==> config.mk <==
export PLATFORM = sky130hd
export DESIGN_NAME = fetch_mem_arbiter_flat
export DESIGN_NICKNAME = d
export VERILOG_FILES = /design/src/rtl/fetch_mem_if.sv /design/src/rtl/fetch_mem_arbiter.sv /design/src/flat_wrapper.sv
export SDC_FILE = /design/constraint.sdc
export NUM_CORES = 1
export LEC_CHECK = 0
export CAP_MARGIN = 20
export CORE_UTILIZATION = 30
export DETAILED_ROUTE_END_ITERATION = 7
export SLEW_MARGIN = 20
export SYNTH_ARGS = -nofsm -noshare
export SYNTH_HDL_FRONTEND = slang
export SYNTH_SLANG_ARGS = --single-unit
export TNS_END_PERCENT = 5
==> constraint.sdc <==
create_clock -name CLK -period 4.6 [get_ports CLK]
set_clock_uncertainty 0.1 [all_clocks]
set_input_delay 0.92 -clock CLK [delete_from_list [all_inputs] [get_ports CLK]]
set_output_delay 0.92 -clock CLK [all_outputs]
set_load 0.02 [all_outputs]
==> src/rtl/fetch_mem_if.sv <==
// Bundles the fetch/data request buses and the single-port RAM handshake.
// The arbiter takes the slave view; the requester plus RAM side takes the master view.
interface fetch_mem_if #(
  parameter int ADDR_W = 32,
  parameter int DATA_W = 32
);
  logic              iREN;
  logic [ADDR_W-1:0] iaddr;
  logic [DATA_W-1:0] iload;
  logic              ihit;
  logic              dREN;
  logic              dWEN;
  logic [ADDR_W-1:0] daddr;
  logic [DATA_W-1:0] dstore;
  logic [DATA_W-1:0] dload;
  logic              dhit;
  logic              ramREN;
  logic              ramWEN;
  logic [ADDR_W-1:0] ramaddr;
  logic [DATA_W-1:0] ramstore;
  logic [DATA_W-1:0] ramload;
  logic              ramACK;
  logic              err;

  modport slave (
    input  iREN, iaddr, dREN, dWEN, daddr, dstore, ramload, ramACK,
    output iload, ihit, dload, dhit, ramREN, ramWEN, ramaddr, ramstore, err
  );

  modport master (
    output iREN, iaddr, dREN, dWEN, daddr, dstore, ramload, ramACK,
    input  iload, ihit, dload, dhit, ramREN, ramWEN, ramaddr, ramstore, err
  );
endinterface

==> src/rtl/fetch_mem_arbiter.sv <==
// Serialises instruction fetches and data accesses onto one REQ/ACK RAM port,
// data first, with a one-cycle response state and an optional ACK timeout.
module fetch_mem_arbiter #(
  parameter int ADDR_W  = 32,
  parameter int DATA_W  = 32,
  parameter int TIMEOUT = 16
) (
  input  logic       CLK,
  input  logic       RST,
  fetch_mem_if.slave bus
);
  localparam int CNT_W = (TIMEOUT > 1) ? $clog2(TIMEOUT) : 1;
  localparam int LIMIT = (TIMEOUT > 0) ? TIMEOUT - 1 : 0;

  typedef enum logic [1:0] {IDLE, IACC, DACC, RESP} state_t;

  state_t            state, state_n;
  logic [ADDR_W-1:0] addr_q;
  logic [DATA_W-1:0] store_q;
  logic [DATA_W-1:0] iload_q;
  logic [DATA_W-1:0] dload_q;
  logic              wr_q;
  logic              data_q;
  logic              err_q;
  logic [CNT_W-1:0]  cnt;
  logic              start;
  logic              start_data;
  logic              capture;
  logic              abort;
  logic              in_acc;
  logic              timeout_hit;

  assign in_acc      = (state == IACC) || (state == DACC);
  // Abort on the edge that would take the count to TIMEOUT; an ACK on that edge still wins.
  assign timeout_hit = (TIMEOUT != 0) && (cnt == CNT_W'(LIMIT));

  assign bus.iload    = iload_q;
  assign bus.dload    = dload_q;
  assign bus.ramaddr  = addr_q;
  assign bus.ramstore = store_q;
  assign bus.err      = err_q;

  // NOTE: state and registers update with <= so every flop samples pre-edge values.
  always_ff @(posedge CLK) begin
    if (RST) state <= IDLE;
    else     state <= state_n;
  end

  always_comb begin
    // NOTE: defaults first, so no path through the case leaves a signal unassigned (no latch).
    state_n    = state;
    start      = 1'b0;
    start_data = 1'b0;
    capture    = 1'b0;
    abort      = 1'b0;
    bus.ramREN = 1'b0;
    bus.ramWEN = 1'b0;
    bus.ihit   = 1'b0;
    bus.dhit   = 1'b0;
    case (state)
      IDLE: begin
        if (bus.dREN || bus.dWEN) begin
          state_n    = DACC;
          start      = 1'b1;
          start_data = 1'b1;
        end else if (bus.iREN) begin
          state_n = IACC;
          start   = 1'b1;
        end
      end
      IACC, DACC: begin
        bus.ramWEN = (state == DACC) && wr_q;
        bus.ramREN = !bus.ramWEN;
        if (bus.ramACK) begin
          state_n = RESP;
          capture = 1'b1;
        end else if (timeout_hit) begin
          state_n = IDLE;
          abort   = 1'b1;
        end
      end
      RESP: begin
        // Holding here one cycle lets the requester move its address before IDLE samples it.
        bus.ihit = !data_q;
        bus.dhit = data_q;
        state_n  = IDLE;
      end
      default: state_n = IDLE;
    endcase
  end

  always_ff @(posedge CLK) begin
    if (RST) begin
      addr_q  <= '0;
      store_q <= '0;
      iload_q <= '0;
      dload_q <= '0;
      wr_q    <= 1'b0;
      data_q  <= 1'b0;
      err_q   <= 1'b0;
      cnt     <= '0;
    end else begin
      err_q <= abort;
      if (start) begin
        addr_q  <= (start_data ? bus.daddr : bus.iaddr) & ~ADDR_W'(3);
        store_q <= bus.dstore;
        wr_q    <= start_data && bus.dWEN;
        data_q  <= start_data;
        cnt     <= '0;
      end else if (in_acc && !bus.ramACK) begin
        cnt <= cnt + CNT_W'(1);
      end
      if (capture) begin
        if (!data_q)    iload_q <= bus.ramload;
        else if (!wr_q) dload_q <= bus.ramload;
      end
    end
  end
endmodule
==> src/flat_wrapper.sv <==
// flat-port wrapper written by rule: the top's interface ports become plain ports
module fetch_mem_arbiter_flat 
#(
  parameter int ADDR_W  = 32,
  parameter int DATA_W  = 32,
  parameter int TIMEOUT = 16
)
  (CLK, RST, bus_iREN, bus_iaddr, bus_dREN, bus_dWEN, bus_daddr, bus_dstore, bus_ramload, bus_ramACK, bus_iload, bus_ihit, bus_dload, bus_dhit, bus_ramREN, bus_ramWEN, bus_ramaddr, bus_ramstore, bus_err);
  fetch_mem_if #(.ADDR_W(ADDR_W), .DATA_W(DATA_W)) bus_i ();
  input  logic CLK;
  input  logic RST;
  input wire logic [$bits(bus_i.iREN)-1:0] bus_iREN;
  input wire logic [$bits(bus_i.iaddr)-1:0] bus_iaddr;
  input wire logic [$bits(bus_i.dREN)-1:0] bus_dREN;
  input wire logic [$bits(bus_i.dWEN)-1:0] bus_dWEN;
  input wire logic [$bits(bus_i.daddr)-1:0] bus_daddr;
  input wire logic [$bits(bus_i.dstore)-1:0] bus_dstore;
  input wire logic [$bits(bus_i.ramload)-1:0] bus_ramload;
  input wire logic [$bits(bus_i.ramACK)-1:0] bus_ramACK;
  output wire logic [$bits(bus_i.iload)-1:0] bus_iload;
  output wire logic [$bits(bus_i.ihit)-1:0] bus_ihit;
  output wire logic [$bits(bus_i.dload)-1:0] bus_dload;
  output wire logic [$bits(bus_i.dhit)-1:0] bus_dhit;
  output wire logic [$bits(bus_i.ramREN)-1:0] bus_ramREN;
  output wire logic [$bits(bus_i.ramWEN)-1:0] bus_ramWEN;
  output wire logic [$bits(bus_i.ramaddr)-1:0] bus_ramaddr;
  output wire logic [$bits(bus_i.ramstore)-1:0] bus_ramstore;
  output wire logic [$bits(bus_i.err)-1:0] bus_err;
  assign bus_i.iREN = bus_iREN;
  assign bus_i.iaddr = bus_iaddr;
  assign bus_i.dREN = bus_dREN;
  assign bus_i.dWEN = bus_dWEN;
  assign bus_i.daddr = bus_daddr;
  assign bus_i.dstore = bus_dstore;
  assign bus_i.ramload = bus_ramload;
  assign bus_i.ramACK = bus_ramACK;
  assign bus_iload = bus_i.iload;
  assign bus_ihit = bus_i.ihit;
  assign bus_dload = bus_i.dload;
  assign bus_dhit = bus_i.dhit;
  assign bus_ramREN = bus_i.ramREN;
  assign bus_ramWEN = bus_i.ramWEN;
  assign bus_ramaddr = bus_i.ramaddr;
  assign bus_ramstore = bus_i.ramstore;
  assign bus_err = bus_i.err;
  fetch_mem_arbiter #(.ADDR_W(ADDR_W), .DATA_W(DATA_W), .TIMEOUT(TIMEOUT)) u_core (.CLK(CLK), .RST(RST), .bus(bus_i));
endmodule
==> impl_results.html <==
<table>
<tr><th>Metric</th><th>Value</th></tr>
<tr><th colspan="2">Yosys</th></tr>
<tr><td>Synthesis-stage register bit count</td><td>135</td></tr>
<tr><td>Cell taking the most area after synthesis</td><td>sky130_fd_sc_hd__dfxtp_1</td></tr>
<tr><td>Top flip-flop cell by instance count after synthesis</td><td>sky130_fd_sc_hd__dfxtp_1</td></tr>
<tr><td>Synth area leaders</td><td>sky130_fd_sc_hd__dfxtp_1 54%, sky130_fd_sc_hd__nand2_1 9.8%, sky130_fd_sc_hd__a21oi_1 6.7%</td></tr>
<tr><td>Ys Warns</td><td>0</td></tr>
<tr><td>Yosys top cell area share</td><td>0.540</td></tr>
<tr><td>Mapped Avg Cell Area</td><td>9.75 sq um</td></tr>
<tr><td>Sequential fraction of the synthesis area</td><td>0.540</td></tr>
<tr><td>Synthesized cell area</td><td>5000 sq um</td></tr>
<tr><td>Post-synthesis instance total</td><td>513</td></tr>
<tr><td>Post-synthesis cell type count</td><td>40</td></tr>
<tr><td>Number of synthesized flops with an enable pin</td><td>0</td></tr>
<tr><td>Asr flop ratio synth</td><td>0</td></tr>
<tr><th colspan="2">Routing</th></tr>
<tr><td>Vias</td><td>4637</td></tr>
<tr><td>Routed Wire Length</td><td>15000 um</td></tr>
<tr><td>Number of violations reported at the end of detailed-routing iteration 0</td><td>163</td></tr>
<tr><td>Antenna-violating nets left</td><td>0</td></tr>
<tr><td>Average via count per standard cell</td><td>4.69</td></tr>
<tr><td>Number of iterations in the first detailed-routing pass</td><td>4</td></tr>
<tr><td>Number of DRC violations after detailed routing</td><td>0</td></tr>
<tr><td>Average wire per cell in the routed design</td><td>15.2 um</td></tr>
<tr><th colspan="2">Worst setup path</th></tr>
<tr><td>FF-to-FF End</td><td>u_core.bus.ramstore[14]</td></tr>
<tr><td>Highest fanout seen on the critical path</td><td>10</td></tr>
<tr><td>List of cells traversed by the critical path</td><td>inv_1, ha_1, a21boi_0, clkdlybuf4s50_1</td></tr>
<tr><td>Flop-to-flop setup slack</td><td>2440 ps</td></tr>
<tr><td>Critical path capture point type</td><td>primary output</td></tr>
<tr><td>Launch point of the worst reg-to-reg path</td><td>u_core.state[0]</td></tr>
<tr><td>Slowest-stage cell, CP</td><td>sky130_fd_sc_hd__clkdlybuf4s50_1</td></tr>
<tr><td>Critical Path AT</td><td>2150 ps</td></tr>
<tr><td>Required time worst endpoint</td><td>3580 ps</td></tr>
<tr><td>Kind of start point of the critical path</td><td>flop</td></tr>
<tr><td>Reg2Reg Depth</td><td>6</td></tr>
<tr><td>Delay contributed by the slowest stage of the critical path</td><td>660 ps</td></tr>
<tr><td>Type of the worst setup path</td><td>flop to primary output</td></tr>
<tr><th colspan="2">Timing</th></tr>
<tr><td>Transition time at the pin with the least slew margin</td><td>797 ps</td></tr>
<tr><td>Setup-failing EPs final</td><td>0</td></tr>
<tr><td>Final setup TNS</td><td>0 ps</td></tr>
<tr><td>Final Cycle Share</td><td>0.690</td></tr>
<tr><td>Unrepaired setup endpoints after global routing</td><td>no</td></tr>
<tr><td>Hold Vio Cnt, Final</td><td>0</td></tr>
<tr><td>Final period demand of the worst path</td><td>3170 ps</td></tr>
<tr><td>Worst slew margin relative to its limit</td><td>0.469</td></tr>
<tr><td>Highest achievable clock rate</td><td>315 MHz</td></tr>
<tr><td>Hold WS</td><td>352 ps</td></tr>
<tr><td>Pins Over Slew Limit</td><td>0</td></tr>
<tr><th colspan="2">Layout</th></tr>
<tr><td>Synth-to-Final Area Change</td><td>65.2%</td></tr>
<tr><td>Fin nets</td><td>899</td></tr>
<tr><td>Antenna diodes</td><td>0</td></tr>
<tr><td>Fill count</td><td>1426</td></tr>
<tr><td>Fraction of layout instances using a drive strength above 1</td><td>0.0583</td></tr>
<tr><th colspan="2">Die</th></tr>
<tr><td>Starting density of the core</td><td>0.312</td></tr>
<tr><td>Die boundary width</td><td>131 um</td></tr>
<tr><td>Die Ht</td><td>131 um</td></tr>
<tr><td>Site row count</td><td>46</td></tr>
<tr><td>Number of I/O pins</td><td>267</td></tr>
<tr><td>CORE AREA</td><td>16100 sq um</td></tr>
<tr><td>Die area</td><td>17200 sq um</td></tr>
<tr><th colspan="2">Pwr</th></tr>
<tr><td>Cell leakage power</td><td>3.04 nW</td></tr>
<tr><td>Max VDD drop</td><td>0.256 mV</td></tr>
<tr><td>Total power density per cell area</td><td>475 nW/um^2</td></tr>
<tr><th colspan="2">Clock tree</th></tr>
<tr><td>Resized Gates After CTS</td><td>0</td></tr>
<tr><td>Clock insertion delay at the later pin of the skew report</td><td>410 ps</td></tr>
<tr><td>Number of setup buffers added after CTS</td><td>0</td></tr>
<tr><td>Clock-pin slew on the worst setup and hold paths</td><td>50 ps</td></tr>
<tr><td># H-tree levels</td><td>4</td></tr>
<tr><td>Number of sinks handled by clock tree synthesis</td><td>135</td></tr>
<tr><td>TritonCTS clock tree</td><td>yes</td></tr>
<tr><td>Hold buffers post-CTS</td><td>0</td></tr>
<tr><td>Number of buffers created by CTS</td><td>17</td></tr>
<tr><td>Root cell of the clock tree</td><td>sky130_fd_sc_hd__clkbuf_16</td></tr>
<tr><td>Maximum buffer depth of the clock tree</td><td>2</td></tr>
<tr><th colspan="2">Placement</th></tr>
<tr><td>Estimated wirelength of the detail-placed design</td><td>10500 um</td></tr>
<tr><td>Global placer's final weighted congestion</td><td>0.801</td></tr>
<tr><td>Count of buffers inserted at the top-level ports</td><td>260</td></tr>
<tr><th colspan="2">Worst hold path</th></tr>
<tr><td>Min-Delay Startpoint</td><td>u_core.bus.iload[31]</td></tr>
<tr><td>WHS Path Cells</td><td>2</td></tr>
<tr><td>Worst Hold End</td><td>u_core.bus.iload[31]</td></tr>
<tr><td>Worst min-delay path category</td><td>flop to flop</td></tr>
<tr><th colspan="2">Global routing</th></tr>
<tr><td>Grt total ovfl</td><td>0</td></tr>
<tr><td>Total routing usage reported by global routing</td><td>0.176</td></tr>
<tr><td>Maximum number of pins on one net before global-route repair</td><td>75</td></tr>
<tr><td>First-pass GRT wire length</td><td>23900 um</td></tr>
<tr><td>Via count of the first global-routing pass</td><td>4786</td></tr>
<tr><td>Number of antenna violations at the first check in global routing</td><td>0</td></tr>
<tr><th colspan="2">Run</th></tr>
<tr><td>MaxCap Viol Count</td><td>0</td></tr>
<tr><th colspan="2">Status</th></tr>
<tr><td>Outcome</td><td>completed</td></tr>
</table>
## placed cells by master, fill, tap and decap left out, types with 3 or more instances in the layout
master                            netlist  routed
sky130_fd_sc_hd__clkbuf_16              0      17
sky130_fd_sc_hd__clkdlybuf4s50_1        0     259
sky130_fd_sc_hd__o21ai_0                3       3
sky130_fd_sc_hd__clkbuf_1              13       3
sky130_fd_sc_hd__dfxtp_1              135     135
sky130_fd_sc_hd__o2bb2ai_1             31      31
sky130_fd_sc_hd__buf_4                  2       8
sky130_fd_sc_hd__clkinv_4               0       4
sky130_fd_sc_hd__a21oi_1               67      67
sky130_fd_sc_hd__a22o_1                32      32
sky130_fd_sc_hd__mux2i_1               31      31
sky130_fd_sc_hd__nand2_1              130     130
sky130_fd_sc_hd__bufinv_16              0       3
sky130_fd_sc_hd__ha_1                   5       5
sky130_fd_sc_hd__nor2_1                 7       6
sky130_fd_sc_hd__nand3b_1               4       4
## flip-flops by register name (all words and copies together), names as in the netlist
signal and flops:
u_core.bus.dload 32, u_core.bus.iload 32, u_core.bus.ramstore 32, u_core.bus.ramaddr 30, u_core.cnt 4, u_core.state 2, u_core.bus.err 1, u_core.data_q 1
u_core.wr_q 1
## layout make-up
cell class                 instances  area [sq um]  area share
sequential                       135          2700       0.327
multi-input combinational        336          2040       0.247
tap                              216           270      0.0327
inverter                           2          7.51    0.000908
clock inverter                    11           151      0.0183
timing repair buffer             268          2660       0.322
clock buffer                      20           437      0.0528
## cell usage after synthesis, types with 2 or more instances
library cell	count
sky130_fd_sc_hd__dfxtp_1	135
sky130_fd_sc_hd__nand2_1	130
sky130_fd_sc_hd__a21oi_1	67
sky130_fd_sc_hd__a22o_1	32
sky130_fd_sc_hd__mux2i_1	31
sky130_fd_sc_hd__o2bb2ai_1	31
sky130_fd_sc_hd__buf_2	18
sky130_fd_sc_hd__clkbuf_1	13
sky130_fd_sc_hd__nor2_1	7
sky130_fd_sc_hd__ha_1	5
sky130_fd_sc_hd__nand3b_1	4
sky130_fd_sc_hd__buf_12	3
sky130_fd_sc_hd__buf_6	3
sky130_fd_sc_hd__o21ai_0	3
sky130_fd_sc_hd__a22oi_1	2
sky130_fd_sc_hd__buf_4	2
sky130_fd_sc_hd__inv_1	2
sky130_fd_sc_hd__mux2_2	2
sky130_fd_sc_hd__nor3_1	2
## critical path, delay by kind of cell, from the launching register on
kind            cells  cell delay [ps]
fa+ha+maj           1              450
buf+inv             2              750
flops               1              330
compound gates      1              210
## worst max path at each step
stage                     from                 endpoint  slack [ps]
5_1_grt        u_core.state[0]               bus_ramREN        1270
3_5_place_dp          bus_dREN   u_core.bus.ramstore[1]        1390
4_1_cts        u_core.state[1]               bus_ramREN        1380
2_1_floorplan  u_core.state[1]               bus_ramREN        2240
6_report       u_core.state[0]               bus_ramREN        1430
3_3_place_gp          bus_dREN  u_core.bus.ramstore[30]        1480
## stage by stage
step	instances	instance area (sq um)	setup WS (ps)	util	power, mW
final	988	8270	1430	0.515	3.93
after global routing	988	8270	1270	0.515	4.11
after global placement	957	7680	1480	0.478	2.57
after floorplan	514	5010	2240	-	2.08
after CTS	988	8270	1380	0.515	3.98
after detailed placement	957	7680	1390	0.478	2.59
## cell families after synthesis
group / synth area share
simple gates: 0.131
compound gates: 0.191
flops: 0.540
buf+inv: 0.0548
mux: 0.0665
fa+ha+maj: 0.0125
xor+xnor: 0.00350
other cells: 0.000750
## metal layers
layer  share of wire  GRT usage
met5               0          0
met4           0.019     0.0771
met3           0.086     0.0687
met2            0.48      0.302
met1            0.41      0.192
## where the power goes
part           switching [mW]  internal [mW]  leakage (nW)
combinational           0.586          0.547          1.65
sequential             0.0907           1.34          1.10
clock                   0.514          0.852         0.284
total                    1.19           2.74          3.04
Note: power is estimated with default switching activity, not from simulation.
